==> config.mk <==
export PLATFORM = sky130hd
export DESIGN_NAME = vita49_pack_logic_flat
export DESIGN_NICKNAME = d
export VERILOG_FILES = /design/src/rtl/vita49_pack_logic_if.sv /design/src/rtl/vita49_pack_logic.sv /design/src/flat_wrapper.sv
export SDC_FILE = /design/constraint.sdc
export NUM_CORES = 1
export LEC_CHECK = 0
export CAP_MARGIN = 20
export CORE_MARGIN = 2
export CORE_UTILIZATION = 30
export CTS_CLUSTER_DIAMETER = 100
export CTS_CLUSTER_SIZE = 20
export DETAILED_ROUTE_END_ITERATION = 8
export PLACE_DENSITY_LB_ADDON = 0.1
export SLEW_MARGIN = 0
export SYNTH_ARGS = -nofsm -noshare
export SYNTH_HDL_FRONTEND = slang
export SYNTH_SLANG_ARGS = --single-unit
export TNS_END_PERCENT = 20
==> constraint.sdc <==
create_clock -name AXIS_ACLK -period 10.45 [get_ports AXIS_ACLK]
set_clock_uncertainty 0.05 [all_clocks]
set_input_delay 1.5675 -clock AXIS_ACLK [delete_from_list [all_inputs] [get_ports AXIS_ACLK]]
set_output_delay 1.5675 -clock AXIS_ACLK [all_outputs]
set_load 0.01 [all_outputs]
==> src/rtl/vita49_pack_logic_if.sv <==
// rtl/vita49_pack_logic_if.sv - 64-bit stream bundle shared by the framer input and output
interface vita49_pack_logic_if;
    logic [63:0] tdata;
    logic [7:0]  tstrb;
    logic        tlast;
    logic        tvalid;
    logic        tready;

    modport master (output tdata, output tstrb, output tlast, output tvalid, input tready);
    modport slave  (input tdata, input tlast, input tvalid, output tready);
endinterface

==> src/rtl/vita49_pack_logic.sv <==
// rtl/vita49_pack_logic.sv - transmit VITA-49 framer: header insert, fixed-size cut, zero pad
module vita49_pack_logic #(
    parameter int MAX_BEATS = 32766
) (
    input  logic                       AXIS_ACLK,
    input  logic                       AXIS_ARESETN,
    vita49_pack_logic_if.slave         s_axis,
    vita49_pack_logic_if.master        m_axis,
    input  logic [31:0]                ctrl,
    input  logic [31:0]                strm_id,
    output logic [15:0]                short_pkt_cnt
);

    typedef enum logic [2:0] {IDLE, HDR, PAYLOAD, PAD, PASS} state_t;

    state_t      state, state_nx;
    logic        full, tlast_reg;
    logic [63:0] tdata_reg;
    logic [14:0] n_beats, beat_cnt, n_clamp;
    logic [3:0]  pkt_cnt;
    logic [31:0] hdr_id;
    logic [15:0] pkt_size;
    logic        start, reset_cmd, passthrough;
    logic        m_fire, s_fire, drain, last_beat, hdr_load;
    logic        unused_ctrl;

    assign start       = ctrl[0];
    assign reset_cmd   = ctrl[1];
    assign passthrough = ctrl[2];
    assign unused_ctrl = ^ctrl[15:3];

    always_comb begin
        if (ctrl[31:16] == 16'd0)
            n_clamp = 15'd1;
        else if (ctrl[31:16] > 16'(MAX_BEATS))
            n_clamp = 15'(MAX_BEATS);
        else
            n_clamp = ctrl[30:16];
    end

    assign pkt_size  = 16'd2 + {n_beats, 1'b0};
    assign last_beat = (beat_cnt == n_beats - 15'd1);
    assign m_fire    = m_axis.tvalid & m_axis.tready;
    assign s_fire    = s_axis.tvalid & s_axis.tready;

    // A held beat may be replaced in the same cycle it drains, giving 1 beat/cycle.
    assign s_axis.tready = (state != PAD) & ~reset_cmd & (~full | drain);
    assign m_axis.tstrb  = 8'hff;

    always_ff @(posedge AXIS_ACLK) begin
        if (!AXIS_ARESETN)
            state <= IDLE;
        else
            state <= state_nx;
    end

    always_comb begin
        state_nx      = state;
        m_axis.tvalid = 1'b0;
        m_axis.tdata  = 64'd0;
        m_axis.tlast  = 1'b0;
        drain         = 1'b0;
        hdr_load      = 1'b0;
        case (state)
            IDLE: begin
                if (start) begin
                    state_nx = passthrough ? PASS : HDR;
                    hdr_load = ~passthrough;
                end
            end
            HDR: begin
                // Header waits for a held payload beat so no empty packet is framed.
                m_axis.tvalid = full;
                m_axis.tdata  = {hdr_id, 4'b0001, 8'h00, pkt_cnt, pkt_size};
                if (m_fire)
                    state_nx = PAYLOAD;
            end
            PAYLOAD: begin
                m_axis.tvalid = full;
                m_axis.tdata  = tdata_reg;
                m_axis.tlast  = last_beat;
                drain         = m_fire;
                if (m_fire) begin
                    if (last_beat) begin
                        state_nx = HDR;
                        hdr_load = 1'b1;
                    end else if (tlast_reg) begin
                        state_nx = PAD;
                    end
                end
            end
            PAD: begin
                m_axis.tvalid = 1'b1;
                m_axis.tlast  = last_beat;
                if (m_fire && last_beat) begin
                    state_nx = HDR;
                    hdr_load = 1'b1;
                end
            end
            PASS: begin
                m_axis.tvalid = full;
                m_axis.tdata  = tdata_reg;
                m_axis.tlast  = tlast_reg;
                drain         = m_fire;
            end
            default: state_nx = IDLE;
        endcase
        if (reset_cmd) begin
            state_nx = IDLE;
            hdr_load = 1'b0;
        end
    end

    always_ff @(posedge AXIS_ACLK) begin
        if (!AXIS_ARESETN) begin
            full          <= 1'b0;
            tdata_reg     <= 64'd0;
            tlast_reg     <= 1'b0;
            n_beats       <= 15'd1;
            hdr_id        <= 32'd0;
            beat_cnt      <= 15'd0;
            pkt_cnt       <= 4'd0;
            short_pkt_cnt <= 16'd0;
        end else begin
            if (reset_cmd) begin
                full <= 1'b0;
            end else if (s_fire) begin
                full      <= 1'b1;
                tdata_reg <= s_axis.tdata;
                tlast_reg <= s_axis.tlast;
            end else if (drain) begin
                full <= 1'b0;
            end

            if (hdr_load) begin
                n_beats <= n_clamp;
                hdr_id  <= strm_id;
            end

            if (state == HDR && m_fire)
                beat_cnt <= 15'd0;
            else if ((state == PAYLOAD || state == PAD) && m_fire && !last_beat)
                beat_cnt <= beat_cnt + 15'd1;

            if (state == IDLE) begin
                pkt_cnt       <= 4'd0;
                short_pkt_cnt <= 16'd0;
            end else if ((state == PAYLOAD || state == PAD) && m_fire && last_beat) begin
                pkt_cnt <= pkt_cnt + 4'd1;
                if (state == PAD && short_pkt_cnt != 16'hffff)
                    short_pkt_cnt <= short_pkt_cnt + 16'd1;
            end
        end
    end

endmodule

==> src/flat_wrapper.sv <==
// flat-port wrapper written by rule: the top's interface ports become plain ports
module vita49_pack_logic_flat 
#(
    parameter int MAX_BEATS = 32766
)
  (AXIS_ACLK, AXIS_ARESETN, ctrl, strm_id, short_pkt_cnt, s_axis_tdata, s_axis_tlast, s_axis_tvalid, s_axis_tready, m_axis_tdata, m_axis_tstrb, m_axis_tlast, m_axis_tvalid, m_axis_tready);
  vita49_pack_logic_if s_axis_i ();
  vita49_pack_logic_if m_axis_i ();
  input  logic AXIS_ACLK;
  input  logic AXIS_ARESETN;
  input  logic [31:0] ctrl;
  input  logic [31:0] strm_id;
  output logic [15:0] short_pkt_cnt;
  input wire logic [$bits(s_axis_i.tdata)-1:0] s_axis_tdata;
  input wire logic [$bits(s_axis_i.tlast)-1:0] s_axis_tlast;
  input wire logic [$bits(s_axis_i.tvalid)-1:0] s_axis_tvalid;
  output wire logic [$bits(s_axis_i.tready)-1:0] s_axis_tready;
  output wire logic [$bits(m_axis_i.tdata)-1:0] m_axis_tdata;
  output wire logic [$bits(m_axis_i.tstrb)-1:0] m_axis_tstrb;
  output wire logic [$bits(m_axis_i.tlast)-1:0] m_axis_tlast;
  output wire logic [$bits(m_axis_i.tvalid)-1:0] m_axis_tvalid;
  input wire logic [$bits(m_axis_i.tready)-1:0] m_axis_tready;
  assign s_axis_i.tdata = s_axis_tdata;
  assign s_axis_i.tlast = s_axis_tlast;
  assign s_axis_i.tvalid = s_axis_tvalid;
  assign s_axis_tready = s_axis_i.tready;
  assign m_axis_tdata = m_axis_i.tdata;
  assign m_axis_tstrb = m_axis_i.tstrb;
  assign m_axis_tlast = m_axis_i.tlast;
  assign m_axis_tvalid = m_axis_i.tvalid;
  assign m_axis_i.tready = m_axis_tready;
  vita49_pack_logic #(.MAX_BEATS(MAX_BEATS)) u_core (.AXIS_ACLK(AXIS_ACLK), .AXIS_ARESETN(AXIS_ARESETN), .s_axis(s_axis_i), .m_axis(m_axis_i), .ctrl(ctrl), .strm_id(strm_id), .short_pkt_cnt(short_pkt_cnt));
endmodule
==> flow_metrics.py <==
metrics = {
    "setup_path": {
        "critPathKind": "flip-flop to primary output",
        "end_kind": "primary output",
        "cp_num_buf_inv": 2,
        "cp_cell_sequence": "inv_1, ha_1, nor4b_1, nand4_1, xnor2_1, or4_4, or4b_4, o21ai_0, clkdlybuf4s50_1",
        "critPathLaunchType": "flip-flop",
        "arrival_ps": 4400,
        "ff2ff_setup_slack_ps": 6210,
        "critPathMaxFanout": 11,
        "slowest_delay_ps": 730,
        "slowest_stage": "nor4b_1",
        "r2r-start": "u_core.n_beats[0]$_SDFFE_PN1P_",
        "crit_start": "u_core.n_beats[0]$_SDFFE_PN1P_",
        "required_ps": 8830,
        "crit_family": "simple AND/OR/NAND/NOR gates",
    },
    "global_routing": {
        "grt_max_degree": 115,
        "antenna_found_initial": 1,
        "grt_pass1_vias": 6897,
        "grt-ovfl-total": 0,
        "grt_pass1_wl_um": 38000,
        "track_usage_pct": 18.0,
    },
    "cts": {
        "cts-buffers-inserted": 17,
        "cts.sink_count": 151,
        "cts_setup_buffers": 0,
        "cts_resized": 0,
        "h-tree-depth": 4,
        "insertion_delay_ps": 430,
        "holdBufCountCts": 0,
        "clk_pin_slew_ps": 70,
        "cts_buffer_depth": 2,
        "root_buffer": "clkbuf_16",
        "tritoncts": "done",
    },
    "yosys": {
        "synthCells": 973,
        "synth_area_leaders": "dfxtp_1 (39%), nand2_1 (13%), mux2i_1 (6.4%)",
        "synth_edf_count": 0,
        "netlist_area_mm2": 0.00779,
        "ys.flop_type": "dfxtp_1",
        "synth_seq_cells": 151,
        "syn_avg_cell_area_um2": 8.00,
        "yosys.area.top_type_share_pct": 38.8,
        "async_reset_ff_share_pct": 0,
        "yosysTopAreaCell": "dfxtp_1",
        "synth_cell_types": 63,
        "ys_seq_area_share_pct": 38.8,
        "ys_warn_count": 0,
    },
    "sta": {
        "finalHoldViolCount": 0,
        "rsz0062_at_grt": "no",
        "worst_slew_pin_slew_ps": 960,
        "min_period_ps": 6020,
        "slew_headroom_pct": 36.0,
        "tns_ps": 0,
        "period_share_pct": 57.6,
        "slew_violations": 0,
        "finalSetupViolations": 0,
        "max_freq_mhz": 166,
    },
    "cells_and_area": {
        "largest_reg_flops": 64,
        "syn_to_final_growth_pct": 35.1,
        "final_cell_count_no_fill": 1470,
        "nets": 1264,
        "fillers": 2625,
        "layout-drive-gt1-share_pct": 4.74,
    },
    "place": {
        "dp_hpwl_um": 16300,
        "numPortBuffers": 202,
        "gp_congestion": 0.793,
        "dp_cells": 1435,
    },
    "die": {
        "dieWidth_um": 165,
        "core_mm2": 0.0253,
        "die_h_um": 165,
        "top_level_ports": 224,
        "num_rows": 58,
        "start_util_pct": 30.7,
        "dieArea_mm2": 0.0273,
    },
    "power_and_ir_drop": {
        "p_seq_share_pct": 43.9,
        "combPwrFrac_pct": 12.4,
        "power_density_mw_per_mm2": 133,
        "clkPwrFrac_pct": 43.7,
        "p_leak_nw": 3.61,
        "swShare_pct": 27.2,
        "net-switching-power_uw": 380,
        "ir_drop_uv": 61.3,
        "intPower_mw": 1.02,
    },
    "job": {
        "maxCapViolations": 0,
    },
    "drt": {
        "drtIter0Drc": 538,
        "wl_per_cell_um": 16.5,
        "vias": 7133,
        "drt_pre_antenna_iters": 5,
        "drcViolationCount": 0,
        "vias_per_cell": 4.85,
        "ant_nets": 0,
        "wl_um": 24300,
    },
    "run_status": {
        "outcome": "finished, final reports clean",
    },
    "worst_hold_path": {
        "hold_path.class": "flip-flop to flip-flop",
        "worstHoldStart": "u_core.hdr_id[18]$_SDFFE_PN0P_",
    },
}
metal layers:
| metal | GRT usage (%) | up-vias | share of wire [%] |
|---|---|---|---|
| met3 | 7.79 | 12 | 8.9 |
| li1 | - | 3645 | - |
| met2 | 28.0 | 173 | 44 |
| met1 | 23.2 | 3303 | 46 |
| met5 | 0 | - | 0 |
| met4 | 3.48 | 0 | 0.86 |
worst register-to-register path: stages (launching register included):
cell	delay, ps
dfxtp_1	410
inv_1	110
ha_1	290
or4b_1	560
a2111oi_0	410
o21ai_0	130
a31oi_1	250
nand2b_1	280
nor4_1	350
a21o_2	130
buf_4	720
mux2_2	430
through the flow:
stage	hold WS (ps)	power, mW	worst slack (ps)	instance area (um^2)	util [%]
2_1_floorplan	384	0.719	5700	7810	-
3_3_place_gp	392	0.799	4900	9920	39.2
3_5_place_dp	396	0.800	4880	9920	39.2
4_1_cts	407	1.41	4420	10500	41.4
5_1_grt	425	1.45	4060	10500	41.5
6_report	403	1.40	4430	10500	41.5
path summary, 6_finish.rpt:
check / end / cells after the start
worst max-delay path: m_axis_tlast / 9
worst min-delay path: u_core.hdr_id[18]$_SDFFE_PN0P_ / 2
worst max register to register: u_core.n_beats[0]$_SDFFE_PN1P_ / 11
worst min register to register: u_core.hdr_id[18]$_SDFFE_PN0P_ / 2
cell families (layout without fill, tap and decap cells):
group,Yosys count,count (layout),share of synthesized area [%]
flops,151,151,38.8
other cells,1,9,0.0482
xor+xnor,42,42,4.72
simple gates,418,418,24.3
compound gates,206,206,18.7
buf+inv,97,256,5.74
mux,52,52,6.72
fa+ha+maj,6,6,0.932
cells in the mapped netlist (all sizes together), types with 14 or more instances:
master	count
nand3	25
nand2	263
and2	16
xnor2	22
a22o	38
clkbuf	55
buf	29
o21ai	46
a21boi	66
nand4	15
nor2	25
nor3	14
dfxtp	151
mux2i	50
a21oi	24
xor2	20
cell usage in the layout (no fill, tap or decap), drive strengths merged, types with 14 or more instances in the layout:
cell type	count
inv	19
and2	16
clkbuf	18
nand2	263
nand3	25
a22o	38
nor3	14
nor2	25
mux2i	50
o21ai	46
nand4	15
a21boi	66
xor2	20
dfxtp	151
a21oi	24
clkdlybuf4s50	201
xnor2	22
layout make-up:
class,instances,area (um^2),area share (%)
multi-input combinational,732,4360,41.5
sequential,151,3020,28.7
timing repair buffer,211,2100,20.0
clock buffer,18,429,4.08
tap,330,413,3.92
clock inverter,14,140,1.33
inverter,13,48.8,0.464
antenna,1,2.50,0.0238
power groups by stage:
stage / clock (mW) / combinational [mW] / sequential (mW)
5_1_grt: 0.647 / 0.192 / 0.615
3_3_place_gp: 0 / 0.174 / 0.625
2_1_floorplan: 0 / 0.103 / 0.616
4_1_cts: 0.626 / 0.176 / 0.612
6_report: 0.610 / 0.173 / 0.612
3_5_place_dp: 0 / 0.175 / 0.625
Note: power is estimated with default switching activity, not from simulation.
